### src/rtl/ysyx_pkg.sv
// Shared types for the ysyx back end: renamed micro-op, operand bundle and
// issue-queue entry, plus the CDB wakeup helper used by every scheduler.
package ysyx_pkg;

    localparam int XLEN = 32;
    localparam int PLEN = 6;

    // Physical register 0 is hard-wired; it is never broadcast on the CDB.
    localparam logic [PLEN-1:0] RSV_TAG = '0;

    typedef struct packed {
        logic [XLEN-1:0] pc;
        logic [7:0]      opcode;
    } uop_t;

    typedef struct packed {
        logic [PLEN-1:0] prd;
        logic [PLEN-1:0] pr1;
        logic [PLEN-1:0] pr2;
        logic [XLEN-1:0] op1;
        logic [XLEN-1:0] op2;
    } prd_t;

    typedef struct packed {
        logic valid;
        logic rdy1;
        logic rdy2;
        uop_t uop;
        prd_t prd;
    } iq_entry_t;

    // Capture a CDB broadcast into any waiting operand of a valid entry.
    function automatic iq_entry_t iq_wake(input iq_entry_t e, input logic cv,
                                          input logic [PLEN-1:0] tag,
                                          input logic [XLEN-1:0] val);
        iq_entry_t r;
        r = e;
        if (cv && e.valid && tag != RSV_TAG) begin
            if (!e.rdy1 && e.prd.pr1 == tag) begin
                r.rdy1    = 1'b1;
                r.prd.op1 = val;
            end
            if (!e.rdy2 && e.prd.pr2 == tag) begin
                r.rdy2    = 1'b1;
                r.prd.op2 = val;
            end
        end
        return r;
    endfunction

endpackage

### src/rtl/ysyx_iq_if.sv
// Dispatch, CDB wakeup and issue signals between rename, the issue queue
// and execute. The queue is the slave; its environment is the master.
interface ysyx_iq_if;
    import ysyx_pkg::*;

    logic            disp_valid;
    logic            disp_ready;
    uop_t            disp_uop;
    prd_t            disp_prd;
    logic            disp_rdy1;
    logic            disp_rdy2;
    logic            cdb_valid;
    logic [PLEN-1:0] cdb_prd;
    logic [XLEN-1:0] cdb_value;
    logic            iss_valid;
    logic            iss_ready;
    uop_t            iss_uop;
    prd_t            iss_prd;

    modport master (
        output disp_valid, disp_uop, disp_prd, disp_rdy1, disp_rdy2,
        output cdb_valid, cdb_prd, cdb_value, iss_ready,
        input  disp_ready, iss_valid, iss_uop, iss_prd
    );

    modport slave (
        input  disp_valid, disp_uop, disp_prd, disp_rdy1, disp_rdy2,
        input  cdb_valid, cdb_prd, cdb_value, iss_ready,
        output disp_ready, iss_valid, iss_uop, iss_prd
    );

endinterface

### src/rtl/ysyx_iq_pick.sv
// Combinational priority encoder: lowest-index asserted request wins.
module ysyx_iq_pick #(
    parameter int N     = 4,
    parameter int SEL_W = (N > 1) ? $clog2(N) : 1
) (
    input  logic [N-1:0]     req,
    output logic             found,
    output logic [SEL_W-1:0] idx
);

    always_comb begin
        found = |req;
        idx   = '0;
        // Scan downwards so the lowest asserted index is the last written.
        for (int i = N - 1; i >= 0; i--) begin
            if (req[i]) idx = SEL_W'(i);
        end
    end

endmodule

### src/rtl/ysyx_iq.sv
// Collapsing issue queue: entry 0 is the oldest, operands are captured from
// the CDB, and the oldest entry with both operands ready is offered to execute.
module ysyx_iq
    import ysyx_pkg::*;
#(
    parameter int DEPTH = 4,
    parameter int IDX_W = $clog2(DEPTH + 1)
) (
    input  logic clock,
    input  logic reset,
    input  logic flush,
    ysyx_iq_if.slave io
);

    localparam int SEL_W = (DEPTH > 1) ? $clog2(DEPTH) : 1;

    iq_entry_t        entry_reg   [DEPTH];
    iq_entry_t        entry_next  [DEPTH];
    iq_entry_t        woke        [DEPTH];
    iq_entry_t        upper       [DEPTH];
    logic [IDX_W-1:0] count_reg;
    logic [IDX_W-1:0] count_next;
    logic [IDX_W-1:0] wr_idx;
    logic [DEPTH-1:0] ready_vec;
    logic [SEL_W-1:0] sel_idx;
    logic             found;
    logic             issue_fire;
    logic             disp_fire;
    iq_entry_t        new_raw;
    iq_entry_t        new_ent;

    genvar gi;
    generate
        for (gi = 0; gi < DEPTH; gi++) begin : g_ent
            assign woke[gi]      = iq_wake(entry_reg[gi], io.cdb_valid, io.cdb_prd, io.cdb_value);
            assign ready_vec[gi] = entry_reg[gi].valid && entry_reg[gi].rdy1 && entry_reg[gi].rdy2;
            // Source for each slot when an entry at or below it is issued.
            if (gi < DEPTH - 1) begin : g_up
                assign upper[gi] = woke[gi+1];
            end else begin : g_top
                assign upper[gi] = '0;
            end
        end
    endgenerate

    ysyx_iq_pick #(.N(DEPTH), .SEL_W(SEL_W)) u_pick (
        .req   (ready_vec),
        .found (found),
        .idx   (sel_idx)
    );

    // Readiness is judged on registered state only, so a wakeup this cycle
    // cannot make an entry issue until the next one.
    assign io.disp_ready = (count_reg != IDX_W'(DEPTH));
    assign io.iss_valid  = found && !flush;
    assign io.iss_uop    = entry_reg[sel_idx].uop;
    assign io.iss_prd    = entry_reg[sel_idx].prd;

    assign issue_fire = io.iss_valid && io.iss_ready;
    assign disp_fire  = io.disp_valid && io.disp_ready && !flush;
    assign wr_idx     = count_reg - IDX_W'(issue_fire);

    always_comb begin
        new_raw       = '0;
        new_raw.valid = 1'b1;
        new_raw.rdy1  = io.disp_rdy1;
        new_raw.rdy2  = io.disp_rdy2;
        new_raw.uop   = io.disp_uop;
        new_raw.prd   = io.disp_prd;
        // Same-cycle CDB bypass so a dispatch never misses a broadcast.
        new_ent       = iq_wake(new_raw, io.cdb_valid, io.cdb_prd, io.cdb_value);
    end

    always_comb begin
        count_next = count_reg;
        for (int i = 0; i < DEPTH; i++) begin
            entry_next[i] = woke[i];
            if (issue_fire && i >= int'(sel_idx)) entry_next[i] = upper[i];
        end
        if (disp_fire) begin
            for (int i = 0; i < DEPTH; i++) begin
                if (i == int'(wr_idx)) entry_next[i] = new_ent;
            end
        end
        case ({disp_fire, issue_fire})
            2'b10:   count_next = count_reg + 1'b1;
            2'b01:   count_next = count_reg - 1'b1;
            default: count_next = count_reg;
        endcase
        if (flush) begin
            for (int i = 0; i < DEPTH; i++) entry_next[i].valid = 1'b0;
            count_next = '0;
        end
    end

    always_ff @(posedge clock) begin
        if (reset) begin
            for (int i = 0; i < DEPTH; i++) entry_reg[i] <= '0;
            count_reg <= '0;
        end else begin
            for (int i = 0; i < DEPTH; i++) entry_reg[i] <= entry_next[i];
            count_reg <= count_next;
        end
    end

endmodule
### src/flat_wrapper.sv
// flat-port wrapper written by rule: the top's interface ports become plain ports
module ysyx_iq_flat import ysyx_pkg::*;
#(
    parameter int DEPTH = 4,
    parameter int IDX_W = $clog2(DEPTH + 1)
)
  (clock, reset, flush, io_disp_valid, io_disp_uop, io_disp_prd, io_disp_rdy1, io_disp_rdy2, io_cdb_valid, io_cdb_prd, io_cdb_value, io_iss_ready, io_disp_ready, io_iss_valid, io_iss_uop, io_iss_prd);
  ysyx_iq_if io_i ();
  input  logic clock;
  input  logic reset;
  input  logic flush;
  input wire logic [$bits(io_i.disp_valid)-1:0] io_disp_valid;
  input wire logic [$bits(io_i.disp_uop)-1:0] io_disp_uop;
  input wire logic [$bits(io_i.disp_prd)-1:0] io_disp_prd;
  input wire logic [$bits(io_i.disp_rdy1)-1:0] io_disp_rdy1;
  input wire logic [$bits(io_i.disp_rdy2)-1:0] io_disp_rdy2;
  input wire logic [$bits(io_i.cdb_valid)-1:0] io_cdb_valid;
  input wire logic [$bits(io_i.cdb_prd)-1:0] io_cdb_prd;
  input wire logic [$bits(io_i.cdb_value)-1:0] io_cdb_value;
  input wire logic [$bits(io_i.iss_ready)-1:0] io_iss_ready;
  output wire logic [$bits(io_i.disp_ready)-1:0] io_disp_ready;
  output wire logic [$bits(io_i.iss_valid)-1:0] io_iss_valid;
  output wire logic [$bits(io_i.iss_uop)-1:0] io_iss_uop;
  output wire logic [$bits(io_i.iss_prd)-1:0] io_iss_prd;
  assign io_i.disp_valid = io_disp_valid;
  assign io_i.disp_uop = io_disp_uop;
  assign io_i.disp_prd = io_disp_prd;
  assign io_i.disp_rdy1 = io_disp_rdy1;
  assign io_i.disp_rdy2 = io_disp_rdy2;
  assign io_i.cdb_valid = io_cdb_valid;
  assign io_i.cdb_prd = io_cdb_prd;
  assign io_i.cdb_value = io_cdb_value;
  assign io_i.iss_ready = io_iss_ready;
  assign io_disp_ready = io_i.disp_ready;
  assign io_iss_valid = io_i.iss_valid;
  assign io_iss_uop = io_i.iss_uop;
  assign io_iss_prd = io_i.iss_prd;
  ysyx_iq #(.DEPTH(DEPTH), .IDX_W(IDX_W)) u_core (.clock(clock), .reset(reset), .flush(flush), .io(io_i));
endmodule
### config.mk
export PLATFORM = sky130hd
export DESIGN_NAME = ysyx_iq_flat
export DESIGN_NICKNAME = d
export VERILOG_FILES = /design/src/rtl/ysyx_pkg.sv /design/src/rtl/ysyx_iq_if.sv /design/src/rtl/ysyx_iq_pick.sv /design/src/rtl/ysyx_iq.sv /design/src/flat_wrapper.sv
export SDC_FILE = /design/constraint.sdc
export NUM_CORES = 1
export LEC_CHECK = 0
export CORE_MARGIN = 8
export CORE_UTILIZATION = 40
export DETAILED_ROUTE_END_ITERATION = 10
export DONT_BUFFER_PORTS = 1
export HOLD_SLACK_MARGIN = 0.08
export SYNTH_ARGS = -nofsm -noshare
export SYNTH_HDL_FRONTEND = slang
export SYNTH_SLANG_ARGS = --single-unit
### constraint.sdc
create_clock -name clock -period 7.05 [get_ports clock]
set_input_delay 1.7625 -clock clock [delete_from_list [all_inputs] [get_ports clock]]
set_output_delay 1.7625 -clock clock [all_outputs]
set_load 0.01 [all_outputs]
==> impl_metrics.env <==
export IMPL_cts_resized=0
export IMPL_grt_max_degree=246
export IMPL_grt_ovfl_total=0
export IMPL_yosys_top_cells_area="dfxtp_1 33%, a211oi_1 11%, nand2_1 7.5%, o32ai_1 5.6%, a311oi_1 5.1%"
export IMPL_num_rows=101
export IMPL_grt_pass1_vias=29800
export IMPL_gp_congestion=0.816
export IMPL_synth_cells=3809
export IMPL_fin_ws_ns=1.45
export IMPL_rsz0062_at_grt="no"
export IMPL_nets=3584
export IMPL_p_leak_nw=9.50
export IMPL_end_kind="output port"
export IMPL_syn_area_per_cell_um2=7.97
export IMPL_worstSkewPairLatency_ns=0.64
export IMPL_place_worst_setup_slack_ns=1.75
export IMPL_timing_fmax_ghz=0.179
export IMPL_io_pins=292
export IMPL_finalWirelength_mm=129
export IMPL_yosysWarnings=0
export IMPL_cts_buffer_depth=3
export IMPL_area_growth_pct=6.19
export IMPL_maxSlewViolCount=0
export IMPL_status="completed"
export IMPL_cap_violations=0
export IMPL_synth_flop_cell="dfxtp_1"
export IMPL_yosys_cell_types_count=69
export IMPL_synth_top_cell_area_share_pct=33.1
export IMPL_route_detailed_drc=0
export IMPL_ant_nets=0
export IMPL_hpwl_mm=68.7
export IMPL_ys_async_sr_fraction_pct=0
export IMPL_htree_num_levels=2
export IMPL_n_fill_cell=7601
export IMPL_core_region_area_um2=75600
export IMPL_period_share_pct=79.4
export IMPL_largest_reg_flops=500
export IMPL_setup_viol=0
export IMPL_arrival_ns=3.84
export IMPL_r2r_setup_slack_ns=2.79
export IMPL_clkSlewWorstSetupHoldPaths_ns=0.06
export IMPL_cts_sinks=503
export IMPL_cts_tree="done"
export IMPL_cp_required_ns=5.29
export IMPL_cts_setup_buffers=0
export IMPL_synth_edf_count=0
export IMPL_holdCritPathClass="reg -> reg"
export IMPL_cts_made_buffers=58
export IMPL_yosysTopAreaCell="dfxtp_1"
export IMPL_fp_dieW_um=292
export IMPL_layout_drive_gt1_share_pct=6.86
export IMPL_vias=31200
export IMPL_syn_num_nets=3982
export IMPL_ctsHoldBuffers=0
export IMPL_synth_most_common_cell="nand2_1"
export IMPL_path_class="reg -> out"
export IMPL_portBuffers=0
export IMPL_dr_pass1_iters=5
export IMPL_clock_skew_ns=0.0287
export IMPL_hold_viol=0
export IMPL_ys_seq_elements=503
export IMPL_synthesis_area_um2=30400
export IMPL_dieArea_um2=85000
export IMPL_irDropWorstVdd_mv=0.160
export IMPL_first_iter_violations=3912
export IMPL_period_needed_ns=5.60
export IMPL_worst_pin_slew_ns=1.41
export IMPL_worstPathMaxFanout=207
export IMPL_ys_seq_area_share_pct=33.1
export IMPL_grt_first_pass_wirelength_mm=192
export IMPL_die_h_um=292
export IMPL_synth_common_cells="610 x nand2_1, 503 x dfxtp_1, 448 x a211oi_1, 402 x clkbuf_1, 246 x nor2_1"
export IMPL_grt_use_total_pct=28.4
export IMPL_initial_utilization_pct=40.2
export IMPL_cts_root_buf="clkbuf_16"
export IMPL_start_kind="register"
export IMPL_slew_headroom_pct=5.63
export IMPL_via_per_inst=7.03
export IMPL_tns_ns=0
export IMPL_antenna_found_initial=6
export IMPL_p_per_area_nw_per_um2=204
export IMPL_post_drt_wl_per_cell_um=29.2
[where the power goes]
| part | switching [mW] | leakage [nW] | total, mW | internal, mW |
|---|---|---|---|---|
| sequential | 0.0323 | 4.07 | 2.93 | 2.90 |
| combinational | 0.346 | 4.44 | 0.483 | 0.137 |
| clock | 1.32 | 0.982 | 3.18 | 1.85 |
| total | 1.70 | 9.50 | 6.59 | 4.89 |
[cells in the final DEF, fill, tap and decap left out, types with 30 or more instances in the layout]
cell type / count
nand2_1: 605
clkbuf_16: 58
o41a_1: 96
o31a_1: 33
mux2i_4: 30
xnor2_1: 45
mux2i_1: 46
a21oi_1: 117
nor2_1: 244
a211oi_1: 448
inv_1: 58
o32ai_1: 193
a31oi_1: 179
nor2b_1: 72
a22oi_1: 59
nand3_1: 71
a311oi_1: 177
and2_1: 46
o22ai_1: 67
dfxtp_1: 499
o41ai_1: 46
buf_4: 58
[through the flow]
step | utilization, % | instances | instance area (um^2) | total power [mW] | hold slack [ns]
6_report | 42.7 | 4435 | 32300 | 6.59 | 0.481
3_3_place_gp | 40.1 | 4329 | 30300 | 3.45 | 0.465
5_1_grt | 42.7 | 4434 | 32300 | 6.77 | 0.498
3_5_place_dp | 40.1 | 4329 | 30300 | 3.46 | 0.464
2_1_floorplan | - | 3809 | 30400 | 3.37 | 0.459
4_1_cts | 42.7 | 4434 | 32300 | 6.61 | 0.480
[cell families (layout without fill, tap and decap cells)]
group | Yosys count | in the layout | synth area share [%]
buffers and inverters | 580 | 227 | 7.65
AOI/OAI and AO/OA | 1455 | 1455 | 37.2
and+or+nand+nor | 1127 | 1127 | 16.2
DFF | 503 | 503 | 33.1
muxes | 76 | 76 | 3.74
other | 0 | 1 | 0
xor gates and xnor gates | 63 | 63 | 1.82
adders and majority gates | 5 | 5 | 0.231
[cell type report]
class | instances | area, um^2 | share of cell area [%]
Timing Repair Buffer | 63 | 536 | 1.66
Multi-Input combinational cell | 2726 | 18200 | 56.5
Antenna cell | 1 | 2.50 | 0.00776
Clock buffer | 86 | 1750 | 5.41
Tap cell | 978 | 1220 | 3.79
Sequential cell | 503 | 10100 | 31.2
Clock inverter | 19 | 228 | 0.706
Inverter | 59 | 221 | 0.687
[metal layers]
layer  part of all wire (%)  global-route usage, %  vias up
li1                       -                      -    13800
met1                     40                   37.2    15200
met2                     45                   44.4     1803
met3                     11                   6.92      356
met4                    4.2                   12.2        6
met5                  0.036                      0        -
[worst max-delay path, stage by stage (launching register included)]
cell,delay [ns]
dfxtp_2,0.32
buf_4,0.44
and3_1,0.48
a211oi_4,0.36
buf_12,0.58
and2_1,0.23
a211oi_1,0.05
a31oi_1,0.59
[final timing paths]
check / end / cells past startpoint / start
worst max-delay path: io_iss_prd[30] / 7 / u_core.entry_reg[0][124]$_SDFF_PP0_
worst min-delay path: u_core.entry_reg[0][111]$_SDFF_PP0_ / 2 / u_core.entry_reg[0][111]$_SDFF_PP0_
worst max register to register: u_core.entry_reg[0][35]$_SDFF_PP0_ / 8 / u_core.entry_reg[0][123]$_SDFF_PP0_
worst min register to register: u_core.entry_reg[0][111]$_SDFF_PP0_ / 2 / u_core.entry_reg[0][111]$_SDFF_PP0_
(Power assumes the default switching activity.)
